### config.mk
export PLATFORM = sky130hd
export DESIGN_NAME = program_loader_flat
export DESIGN_NICKNAME = d
export VERILOG_FILES = /design/src/rtl/program_loader_if.sv /design/src/rtl/program_loader.sv /design/src/flat_wrapper.sv
export SDC_FILE = /design/constraint.sdc
export NUM_CORES = 1
export LEC_CHECK = 0
export ABC_AREA = 1
export CAP_MARGIN = 20
export CORE_AREA = 2 2 104 106
export DETAILED_ROUTE_END_ITERATION = 12
export DIE_AREA = 0 0 106 108
export GPL_ROUTABILITY_DRIVEN = 0
export GPL_TIMING_DRIVEN = 0
export PLACE_DENSITY = 0.83
export SYNTH_ARGS = -nofsm -noshare
export SYNTH_HDL_FRONTEND = slang
export SYNTH_SLANG_ARGS = --single-unit
### constraint.sdc
create_clock -name clk -period 3.97 [get_ports clk]
set_input_delay 0.5955 -clock clk [delete_from_list [all_inputs] [get_ports clk]]
set_output_delay 0.5955 -clock clk [all_outputs]
set_load 0.01 [all_outputs]
### src/rtl/program_loader_if.sv
// CPU-side handshake bundle between the program loader (master) and the target
// CPU (slave): programming-mode strobe, byte bus, ready_for_ui and done-loading.
interface program_loader_if;
    logic       prog;
    logic [7:0] ui_data;
    logic       cpu_ready;
    logic       cpu_done_load;

    modport master (
        output prog,
        output ui_data,
        input  cpu_ready,
        input  cpu_done_load
    );

    modport slave (
        input  prog,
        input  ui_data,
        output cpu_ready,
        output cpu_done_load
    );
endinterface

### src/rtl/program_loader.sv
// Streams a DEPTH-byte image from a local register buffer into a CPU over the
// ready_for_ui handshake, with timeout, early-done and abort detection.
module program_loader #(
    parameter int DEPTH   = 16,
    parameter int TIMEOUT = 255
) (
    input  logic                 clk,
    input  logic                 rst_n,
    input  logic                 wr_en,
    input  logic [3:0]           wr_addr,
    input  logic [7:0]           wr_data,
    input  logic                 start,
    input  logic                 abort,
    program_loader_if.master     cpu,
    output logic                 busy,
    output logic                 done,
    output logic                 error,
    output logic [1:0]           err_code,
    output logic [4:0]           byte_cnt
);
    localparam int            AW          = (DEPTH > 1) ? $clog2(DEPTH) : 1;
    localparam int            TW          = $clog2(TIMEOUT + 1);
    localparam logic [AW-1:0] PTR_LAST    = AW'(DEPTH - 1);
    localparam logic [TW-1:0] TC_LAST     = TW'(TIMEOUT - 1);
    localparam logic [4:0]    CNT_MAX     = 5'(DEPTH);
    localparam logic [1:0]    ERR_TIMEOUT = 2'b01;
    localparam logic [1:0]    ERR_EARLY   = 2'b10;
    localparam logic [1:0]    ERR_ABORT   = 2'b11;

    typedef enum logic [2:0] {IDLE, ARM, SEND, WAIT_DONE, FINISH, FAIL} state_t;

    state_t        state;
    state_t        state_next;
    logic [7:0]    image [DEPTH];
    logic [AW-1:0] ptr;
    logic [TW-1:0] tcnt;
    logic          ready_q;
    logic          consumed;
    logic          tc_hit;
    logic          accept;
    logic          fail_now;
    logic [1:0]    fail_code;

    assign accept   = (state == IDLE) && start && !abort;
    assign consumed = (state == SEND) && ready_q && !cpu.cpu_ready;
    assign tc_hit   = (tcnt == TC_LAST);

    // Image buffer has no reset so a loaded image survives rst_n.
    always_ff @(posedge clk) begin
        if (wr_en && !busy && ({28'd0, wr_addr} < 32'(DEPTH)))
            image[wr_addr] <= wr_data;
    end

    always_ff @(posedge clk or negedge rst_n) begin
        if (!rst_n)
            state <= IDLE;
        else
            state <= state_next;
    end

    always_comb begin
        state_next = state;
        fail_now   = 1'b0;
        fail_code  = 2'b00;
        case (state)
            IDLE:      if (accept) state_next = ARM;
            ARM:       state_next = SEND;
            SEND: begin
                if (consumed) begin
                    if (ptr == PTR_LAST) state_next = WAIT_DONE;
                end else if (cpu.cpu_done_load) begin
                    fail_now  = 1'b1;
                    fail_code = ERR_EARLY;
                end else if (tc_hit) begin
                    fail_now  = 1'b1;
                    fail_code = ERR_TIMEOUT;
                end
            end
            WAIT_DONE: begin
                if (cpu.cpu_done_load) begin
                    state_next = FINISH;
                end else if (tc_hit) begin
                    fail_now  = 1'b1;
                    fail_code = ERR_TIMEOUT;
                end
            end
            FINISH:    state_next = IDLE;
            FAIL:      state_next = IDLE;
            default:   state_next = IDLE;
        endcase
        // Abort overrides every other event once a load is under way.
        if (abort && (state != IDLE) && (state != FAIL)) begin
            fail_now  = 1'b1;
            fail_code = ERR_ABORT;
        end
        if (fail_now) state_next = FAIL;
    end

    always_ff @(posedge clk or negedge rst_n) begin
        if (!rst_n) begin
            ptr      <= '0;
            tcnt     <= '0;
            ready_q  <= 1'b0;
            byte_cnt <= 5'd0;
            error    <= 1'b0;
            err_code <= 2'b00;
        end else begin
            ready_q <= cpu.cpu_ready;
            if (accept) begin
                error    <= 1'b0;
                err_code <= 2'b00;
                byte_cnt <= 5'd0;
                ptr      <= '0;
            end
            if (state == ARM) ptr <= '0;
            if (consumed) begin
                if (ptr != PTR_LAST) ptr <= ptr + AW'(1);
                if (byte_cnt != CNT_MAX) byte_cnt <= byte_cnt + 5'd1;
            end
            // A consumed byte on the terminal count still restarts the window.
            if ((state_next != state) || consumed)
                tcnt <= '0;
            else if ((state == SEND) || (state == WAIT_DONE))
                tcnt <= tcnt + TW'(1);
            if (fail_now) begin
                error    <= 1'b1;
                err_code <= fail_code;
            end
        end
    end

    assign busy        = (state != IDLE);
    assign done        = (state == FINISH);
    assign cpu.prog    = (state == ARM) || (state == SEND) || (state == WAIT_DONE);
    assign cpu.ui_data = (state == SEND) ? image[ptr] : 8'h00;
endmodule

### src/flat_wrapper.sv
// flat-port wrapper written by rule: the top's interface ports become plain ports
module program_loader_flat 
#(
    parameter int DEPTH   = 16,
    parameter int TIMEOUT = 255
)
  (clk, rst_n, wr_en, wr_addr, wr_data, start, abort, busy, done, error, err_code, byte_cnt, cpu_prog, cpu_ui_data, cpu_cpu_ready, cpu_cpu_done_load);
  program_loader_if cpu_i ();
  input  logic clk;
  input  logic rst_n;
  input  logic wr_en;
  input  logic [3:0] wr_addr;
  input  logic [7:0] wr_data;
  input  logic start;
  input  logic abort;
  output logic busy;
  output logic done;
  output logic error;
  output logic [1:0] err_code;
  output logic [4:0] byte_cnt;
  output wire logic [$bits(cpu_i.prog)-1:0] cpu_prog;
  output wire logic [$bits(cpu_i.ui_data)-1:0] cpu_ui_data;
  input wire logic [$bits(cpu_i.cpu_ready)-1:0] cpu_cpu_ready;
  input wire logic [$bits(cpu_i.cpu_done_load)-1:0] cpu_cpu_done_load;
  assign cpu_prog = cpu_i.prog;
  assign cpu_ui_data = cpu_i.ui_data;
  assign cpu_i.cpu_ready = cpu_cpu_ready;
  assign cpu_i.cpu_done_load = cpu_cpu_done_load;
  program_loader #(.DEPTH(DEPTH), .TIMEOUT(TIMEOUT)) u_core (.clk(clk), .rst_n(rst_n), .wr_en(wr_en), .wr_addr(wr_addr), .wr_data(wr_data), .start(start), .abort(abort), .cpu(cpu_i), .busy(busy), .done(done), .error(error), .err_code(err_code), .byte_cnt(byte_cnt));
endmodule
**After elaboration in Yosys (flattened, before gate mapping)**

Memory sizes are Yosys's and may differ from the RTL's.
Index checks and enable logic that the tools add are counted.
W data, S select, Z words.

- Reduce and logical (&&, ||, !) cells: 18
- $mul: 0
- Order comparisons: 0
- Shift operators: 0
- Bitwise operators: 0
- Equality and inequality tests: 10
- $add $sub $neg: 3
- Muxes and demuxes: 34
- Div/mod/pow operators: 0

Operator list:

| operator | count |
|---|---|
| $mux W8 | 3 |
| $mux W4 | 4 |
| $mux W3 | 5 |
| $mux W5 | 3 |
| $pmux W3 S4 | 1 |
| $mux W1 | 11 |
| $mux W2 | 5 |
| $add A8 B1 Y8 const B | 1 |
| $eq A8 B8 Y1 const B | 1 |
| $logic_and A1 B1 Y1 | 7 |
| $eq A3 B2 Y1 const B | 2 |
| $add A5 B1 Y5 const B | 1 |
| $ne A5 B5 Y1 const B | 1 |
| $add A4 B1 Y4 const B | 1 |
| $eq A4 B4 Y1 const B | 1 |
| $logic_or A1 B1 Y1 | 4 |
| $ne A4 B4 Y1 const B | 1 |
| $pmux W2 S2 | 1 |
| $reduce_bool A2 Y1 | 2 |
| $eq A3 B1 Y1 const B | 1 |
| $eq A3 B3 Y1 const B | 1 |
| $logic_not A1 Y1 | 3 |
| $logic_not A3 Y1 | 1 |
| $ne A3 B3 Y1 | 1 |
| 3 further kinds | 3 |

- Memory bits (read-only): 0
- Latch bits: 0
- Bits in registers: 24
- Input port bits: 19
- Output and inout port bits: 19
- Word-level logic and storage cells: 73
- Memory bits (writable): 128
- Memories: 1

Memory list:

| name | depth | bits a word | rd ports | clocked after Yosys merged registers in | write ports | line | RTL |
|---|---|---|---|---|---|---|---|
| u_core.image | 16 | 8 | 1 | 0 | 1 | program_loader.sv:34 | `logic [7:0] image [DEPTH];` |

**Longest topological paths before layout**

Gate-level depths: netlist of run 1.

- Depth in word-level cells: 10
- Mapped depth: 13
- Gate-level depth less buffers: 13

**Least setup slack after synthesis of run 1**

Ideal clock, no wire load.

- Path kind: register to output
- Start point: register u_core.ptr[0]
- End point: output cpu_ui_data[2]
- Cell stages (with the launch flop): 9
- Arrival time: 1.483 ns
- Path slack: 1.892 ns
- Cell sequence: dfrtp_1 buf_2 inv_2 buf_2 buf_2 nor2_1 o221ai_1 o211ai_1 a21oi_1

- Word-level cells in the longest chain between the ends: 2

RTL lines:

| item | line | RTL |
|---|---|---|
| from (decl) | program_loader.sv:35 | `logic [AW-1:0] ptr;` |
| from (signal assigned) | program_loader.sv:117 | `if (ptr != PTR_LAST) ptr <= ptr + AW'(1);` |
| $mem_v2 Z16 W8 | -- |  |
| $mux W8 | program_loader.sv:135 | `assign cpu.ui_data = (state == SEND) ? image[ptr] : 8'h00;` |
| to (decl) | flat_wrapper.sv:22 | `output wire logic [$bits(cpu_i.ui_data)-1:0] cpu_ui_data;` |

Every way passes these cells.

**Worst setup path after layout of run 1**

- Start point: register u_core.ptr[1]
- End point: output cpu_ui_data[4]

The elaborated chain is that of the path after synthesis.

==> results.toml, run 1 <==
[run_status]
result_of_the_run = "completed"

[global_routing]
antenna_found_initial = 0
total_global_routing_overflow = 0
first_global_vias = 4594
grt_use_total_pct = 29.7
grt_start_max_net_pins = 25
first_pass_grt_wire_length_mm = 24.6

[floorplanning]
placement_rows = 37
initial_core_util_pct = 63.3
die-area_um2 = 11400
number_of_ports_placed_on_the_die_boundary = 38
fp.dieW_um = 106
core_um2 = 10200
dieHeight_um = 108

[clock_tree]
h-tree-depth = 4
ctsRootBufferMaster = "clkbuf_8"
ctsHoldBuffers = 0
clk_latency_ns = 0.54
tritoncts.num_buffers = 17
cts_resized = 0
tritoncts_clock_tree = "built"
cts.sinks = 152
post_cts_buffers = 0
cts-root-to-sink-buffers = 2
clk_pin_slew_worst_paths_ns = 0.06

[job]
max_cap_viol_count = 0

[critical_path]
worstReg2RegStart = "u_core.state[0]$_DFF_PN0_"
r2r_end = "u_core.image[11][1]$_DFFE_PP_"
worst_path_dominant_cell_family = "buffers and inverters"
setup.reg_to_reg.worst_slack_ns = 1.38
critical_path_depth = 7
critPathLaunchType = "flip-flop"
crit_path_cell_trace = "inv_1, clkbuf_1, o21ai_0, o221ai_1, nand3_1, a21oi_1, clkdlybuf4s50_1"
end_kind = "primary output"
cp-startpoint = "u_core.ptr[1]$_DFF_PN0_"
critPathSlowestCell = "clkdlybuf4s50_1"
setup.worst_path.end = "cpu_ui_data[4]"
reg2regPathDepth = 6
path_max_fanout = 10
critPathMaxStageDelay_ns = 0.59
worst-setup-path-type = "flip-flop to primary output"
worstPathArrival_ns = 3.22
worstPathRequired_ns = 3.37
worstPathBufferInverterCount = 3

[final_layout]
drive_gt1_share_pct = 10.3
n_antenna_cell = 0
final_net_count = 612
syn_to_final_growth_pct = 16.6

[power]
cellPowerDensity_nw_per_um2 = 563
sw_frac_of_total_pct = 30.7
clock_power_share_pct = 33.0
power.switching_uw = 1300
power_share_of_the_sequential_group_pct = 43.7
internal_power_uw = 2950
vdd.ir_drop.worst_v = 0.000408
total_leakage_power_uw = 0.00259
combPwrFrac_pct = 23.4

[synthesis]
synthesis.nets = 555
synth.yosys.warnings = 0
post_synth_main_area_contributors = "edfxtp_1 (59%), dfrtp_1 (9.3%), nor2_1 (5.5%), o21ai_0 (5.3%), o221ai_1 (3.0%)"
synth_top_area_share_pct = 59.4
synth_async_sr_flop_share_pct = 15.8
yosys.area.top_type = "edfxtp_1"
synth.cell_area_um2 = 6470
synth_cells = 531
synth_edf_count = 128
synthFlopType = "edfxtp_1"
register_bit_count_reported_by_yosys = 152
synth_sequential_area_ratio_pct = 68.7
mean_syn_cell_area_um2 = 12.2
netlist-cell-type-count = 35

[timing]
layout_worst_path_cycle_share_pct = 96.2
rsz_0062_raised_after_global_routing = "false"
worst-slew-pin-transition_ns = 0.911
postLayoutSetupSlackWorst_ns = 0.150
hold_violations = 0
worst_clk_skew_ns = 0.00416
maxClockFrequency_ghz = 0.262
timing.max_slew.rel_slack_pct = 39.0
min_period_ns = 3.82
timing.final.setup_violations = 0
totalNegativeSetupSlack_ns = 0
final_max_slew_viol_count = 0

[routing]
routed_wirelength_mm = 15.9
routed_wire_length_per_instance_um = 21.5
drc = 0
drt_first_iter_violations = 790
vias_per_cell = 6.35
length_of_the_first_detailed_routing_pass_in_iterations = 7
ant_nets = 0
dr_total_vias = 4678

[place]
buffer_ports.inserted = 37
dp_hpwl_mm = 10.2
post_place_setup_slack_ns = 0.854

[min_path]
timing.hold.worst.class = "input port to asynchronous set/reset pin"
-- worst min path at each step --
stage	startpoint	to	depth (start not counted)
6_report	rst_n	u_core.byte_cnt[2]$_DFF_PN0_	1
5_1_grt	rst_n	u_core.byte_cnt[2]$_DFF_PN0_	1
4_1_cts	u_core.error$_DFFE_PN0P_	u_core.error$_DFFE_PN0P_	2
3_5_place_dp	u_core.error$_DFFE_PN0P_	u_core.error$_DFFE_PN0P_	2
3_3_place_gp	u_core.error$_DFFE_PN0P_	u_core.error$_DFFE_PN0P_	2
2_1_floorplan	rst_n	u_core.byte_cnt[0]$_DFF_PN0_	0
-- cell type report --
| class | count | area, um2 |
|---|---|---|
| Sequential cell | 152 | 4440 |
| Tap cell | 136 | 170 |
| Inverter | 27 | 106 |
| Clock inverter | 13 | 87.6 |
| Multi-Input combinational cell | 326 | 1810 |
| Fill cell | 666 | 2680 |
| Timing Repair Buffer | 38 | 398 |
| Buffer | 26 | 113 |
| Clock buffer | 19 | 422 |
-- metal layers --
layer / global-route usage (%) / vias to the layer above / share of wire [%]
li1: - / 2056 / -
met1: 38.0 / 2209 / 37
met2: 48.1 / 351 / 48
met3: 6.57 / 62 / 11
met4: 16.0 / 0 / 4.0
met5: 0 / - / 0
-- cells by family (layout without fill, tap and decap cells) --
group	Yosys count	in the layout	synth area share, %
xor+xnor	12	12	1.62
flops	152	152	68.7
buf+inv	53	123	3.38
compound gates	128	128	12.0
simple gates	181	181	13.3
fa+ha+maj	5	5	0.967
-- power groups by stage --
| stage | registers (uW) | clock network [uW] | logic (uW) |
|---|---|---|---|
| 5_1_grt | 1870 | 1470 | 1070 |
| 4_1_cts | 1860 | 1400 | 970 |
| 2_1_floorplan | 1890 | 0 | 583 |
| 3_5_place_dp | 1890 | 0 | 964 |
| 6_report | 1860 | 1400 | 994 |
| 3_3_place_gp | 1880 | 0 | 928 |
-- registers in the layout, summed over array words and instances (netlist names) --
signal and flops:
u_core.image 128, u_core.tcnt 8, u_core.byte_cnt 5, u_core.ptr 4, u_core.state 3, u_core.err_code 2
u_core.error 1, u_core.ready_q 1
-- cell usage after synthesis (9+ instances only) --
| cell | number |
|---|---|
| dfrtp_1 | 24 |
| o21ai_0 | 68 |
| o22ai_1 | 12 |
| nor2_1 | 94 |
| o211ai_1 | 12 |
| inv_1 | 21 |
| nand2_1 | 28 |
| nand3_1 | 29 |
| clkbuf_1 | 18 |
| o221ai_1 | 22 |
| a21oi_1 | 9 |
| edfxtp_1 | 128 |
| nor2_2 | 13 |
-- placed cells by master, fill, tap and decap left out, drive strengths merged --
cell type,instances
o211ai,12
clkbuf,37
clkinvlp,2
buf,9
clkdlybuf4s50,37
a21oi,10
dfrtp,24
o22ai,12
and3,1
xnor2,6
bufinv,1
xor2,6
inv,26
edfxtp,128
nand3,32
ha,5
nand4,4
clkinv,11
o21ai,70
nor2,110
o221ai,22
nor3,2
nand2,32
o31ai,2
-- metrics by stage --
step / cells / cell area (um2) / total power, uW / utilization (%) / hold slack [ns]
finish: 737 / 7550 / 4250 / 73.8 / 0.304
global route: 737 / 7550 / 4410 / 73.8 / 0.308
CTS: 736 / 7520 / 4230 / 73.5 / 0.498
detailed placement: 704 / 7010 / 2850 / 68.5 / 0.481
global placement: 704 / 7010 / 2810 / 68.5 / 0.481
floorplan: 531 / 6470 / 2470 / - / 0.300
Note: power is estimated with default switching activity, not from simulation.
==> inputs of run 2 (changes only) <==
--- a/config.mk
+++ b/config.mk
@@ -12,7 +12,9 @@
 export DIE_AREA = 0 0 106 108
 export GPL_ROUTABILITY_DRIVEN = 0
 export GPL_TIMING_DRIVEN = 0
+export HOLD_SLACK_MARGIN = 0.02
 export PLACE_DENSITY = 0.83
+export SKIP_CTS_REPAIR_TIMING = 1
 export SYNTH_ARGS = -nofsm -noshare
 export SYNTH_HDL_FRONTEND = slang
 export SYNTH_SLANG_ARGS = --single-unit
==> results of run 2 <==
Final layout, timing and power as in run 1 (identical DEF).
==> inputs of run 3 (changes only) <==
--- a/config.mk
+++ b/config.mk
@@ -7,9 +7,9 @@
 export LEC_CHECK = 0
 export ABC_AREA = 1
 export CAP_MARGIN = 20
-export CORE_AREA = 2 2 104 106
+export CORE_AREA = 10 10 112 114
 export DETAILED_ROUTE_END_ITERATION = 12
-export DIE_AREA = 0 0 106 108
+export DIE_AREA = 0 0 122 124
 export GPL_ROUTABILITY_DRIVEN = 0
 export GPL_TIMING_DRIVEN = 0
 export HOLD_SLACK_MARGIN = 0.02
==> results.toml, run 3 (same netlist as run 1, synthesis figures left out) <==
[critical_path]
worstPathRequired_ns = 3.37
crit_path_cell_trace = "inv_1, clkbuf_1, o21ai_0, o221ai_1, nand3_1, a21oi_1, clkdlybuf4s50_1"
critical_path_depth = 7
setup.reg_to_reg.worst_slack_ns = 1.43
path_max_fanout = 10
cp-startpoint = "u_core.ptr[1]$_DFF_PN0_"
r2r_end = "u_core.image[9][3]$_DFFE_PP_"
worstPathBufferInverterCount = 3
setup.worst_path.end = "cpu_ui_data[6]"
critPathMaxStageDelay_ns = 0.58
critPathSlowestCell = "clkdlybuf4s50_1"
worstPathArrival_ns = 3.17
critPathLaunchType = "flip-flop"
worstReg2RegStart = "u_core.state[0]$_DFF_PN0_"
reg2regPathDepth = 6
worst_path_dominant_cell_family = "buffers and inverters"
worst-setup-path-type = "flip-flop to primary output"
end_kind = "primary output"

[place]
placed_cell_area_um2 = 7010
buffer_ports.inserted = 37
dp_hpwl_mm = 10.4

[floorplanning]
fp.dieW_um = 122
placement_rows = 37
die-area_um2 = 15100
core_um2 = 10200
number_of_ports_placed_on_the_die_boundary = 38
initial_core_util_pct = 63.3
dieHeight_um = 124

[routing]
drt_first_iter_violations = 794
dr_total_vias = 4618
routed_wire_length_per_instance_um = 21.9
length_of_the_first_detailed_routing_pass_in_iterations = 5
routed_wirelength_mm = 16.2
ant_nets = 0
vias_per_cell = 6.27
drc = 0

[job]
max_cap_viol_count = 0

[timing]
layout_worst_path_cycle_share_pct = 94.9
totalNegativeSetupSlack_ns = 0
maxClockFrequency_ghz = 0.265
timing.max_slew.rel_slack_pct = 40.2
rsz_0062_raised_after_global_routing = "false"
min_period_ns = 3.77
timing.final.setup_violations = 0
hold_violations = 0
final_max_slew_viol_count = 0
worst_clk_skew_ns = 0.0105
worst-slew-pin-transition_ns = 0.893

[clock_tree]
cts.sinks = 152
clk_pin_slew_worst_paths_ns = 0.06
tritoncts_clock_tree = "built"
tritoncts.num_buffers = 17
cts-root-to-sink-buffers = 2
h-tree-depth = 4
clk_latency_ns = 0.55
ctsRootBufferMaster = "clkbuf_8"

[global_routing]
total_global_routing_overflow = 0
first_global_vias = 4516
grt_use_total_pct = 22.1
antenna_found_initial = 0
grt_start_max_net_pins = 25
first_pass_grt_wire_length_mm = 24.8

[power]
total_leakage_power_uw = 0.00262
cellPowerDensity_nw_per_um2 = 577
vdd.ir_drop.worst_v = 0.000445

[final_layout]
design_area_um2 = 7600
largestRegisters = "u_core.image x128, u_core.tcnt x8, u_core.byte_cnt x5"
n_antenna_cell = 0
mostFrequentLayoutCells = "edfxtp_1 (128), nor2_1 (94), o21ai_0 (68)"
number_of_flip_flops_in_the_largest_register = 128
drive_gt1_share_pct = 11.1
mostFrequentLayoutCell = "edfxtp_1"
register_with_the_most_flip_flops = "u_core.image"
final_net_count = 612
utilization_pct = 74.3
syn_to_final_growth_pct = 17.5

[run_status]
result_of_the_run = "completed"

[min_path]
timing.hold.worst.class = "input port to asynchronous set/reset pin"
[run 3: area by class of cell]
class	instances	area (um2)
Buffer	26	113
Clock buffer	17	414
Clock inverter	15	149
Fill cell	641	2630
Inverter	27	106
Multi-Input combinational cell	326	1810
Sequential cell	152	4440
Tap cell	136	170
Timing Repair Buffer	38	398
[run 3: per-layer routing]
metal / GRT usage (%) / share of wire (%) / routed length, um / vias up
met4: 9.76 / 3.2 / 518 / 0
li1: - / - / - / 2059
met1: 26.5 / 37 / 6040 / 2226
met3: 6.83 / 11 / 1820 / 43
met2: 36.4 / 48 / 7790 / 290
met5: 0 / 0 / 0 / -
[run 3: worst min-delay path by stage]
stage                                         startpoint                        endpoint  slack (ns)  depth (start not counted)
after CTS                 u_core.err_code[0]$_DFFE_PN0P_  u_core.err_code[0]$_DFFE_PN0P_        0.50                          2
final                                              rst_n         u_core.ptr[0]$_DFF_PN0_        0.34                          1
after global placement          u_core.error$_DFFE_PN0P_        u_core.error$_DFFE_PN0P_        0.48                          2
after detailed placement        u_core.error$_DFFE_PN0P_        u_core.error$_DFFE_PN0P_        0.49                          2
after floorplan                                    rst_n    u_core.byte_cnt[0]$_DFF_PN0_        0.30                          0
after global routing                               rst_n         u_core.ptr[0]$_DFF_PN0_        0.36                          1
[run 3: where the power goes]
group	internal, uW	switching [uW]	leakage (uW)
Combinational	331	653	0.000875
Clock	895	650	0.000277
Sequential	1800	55.6	0.00147
Total	3030	1360	0.00262
[run 3: through the flow]
stage | setup WS [ns] | hold slack [ns] | total power, uW | instances
floorplan | 1.89 | 0.300 | 2470 | 531
global placement | 0.933 | 0.480 | 2820 | 704
detailed placement | 0.855 | 0.488 | 2850 | 704
CTS | 0.267 | 0.504 | 4370 | 736
global route | 0.0215 | 0.358 | 4540 | 737
finish | 0.202 | 0.344 | 4390 | 737
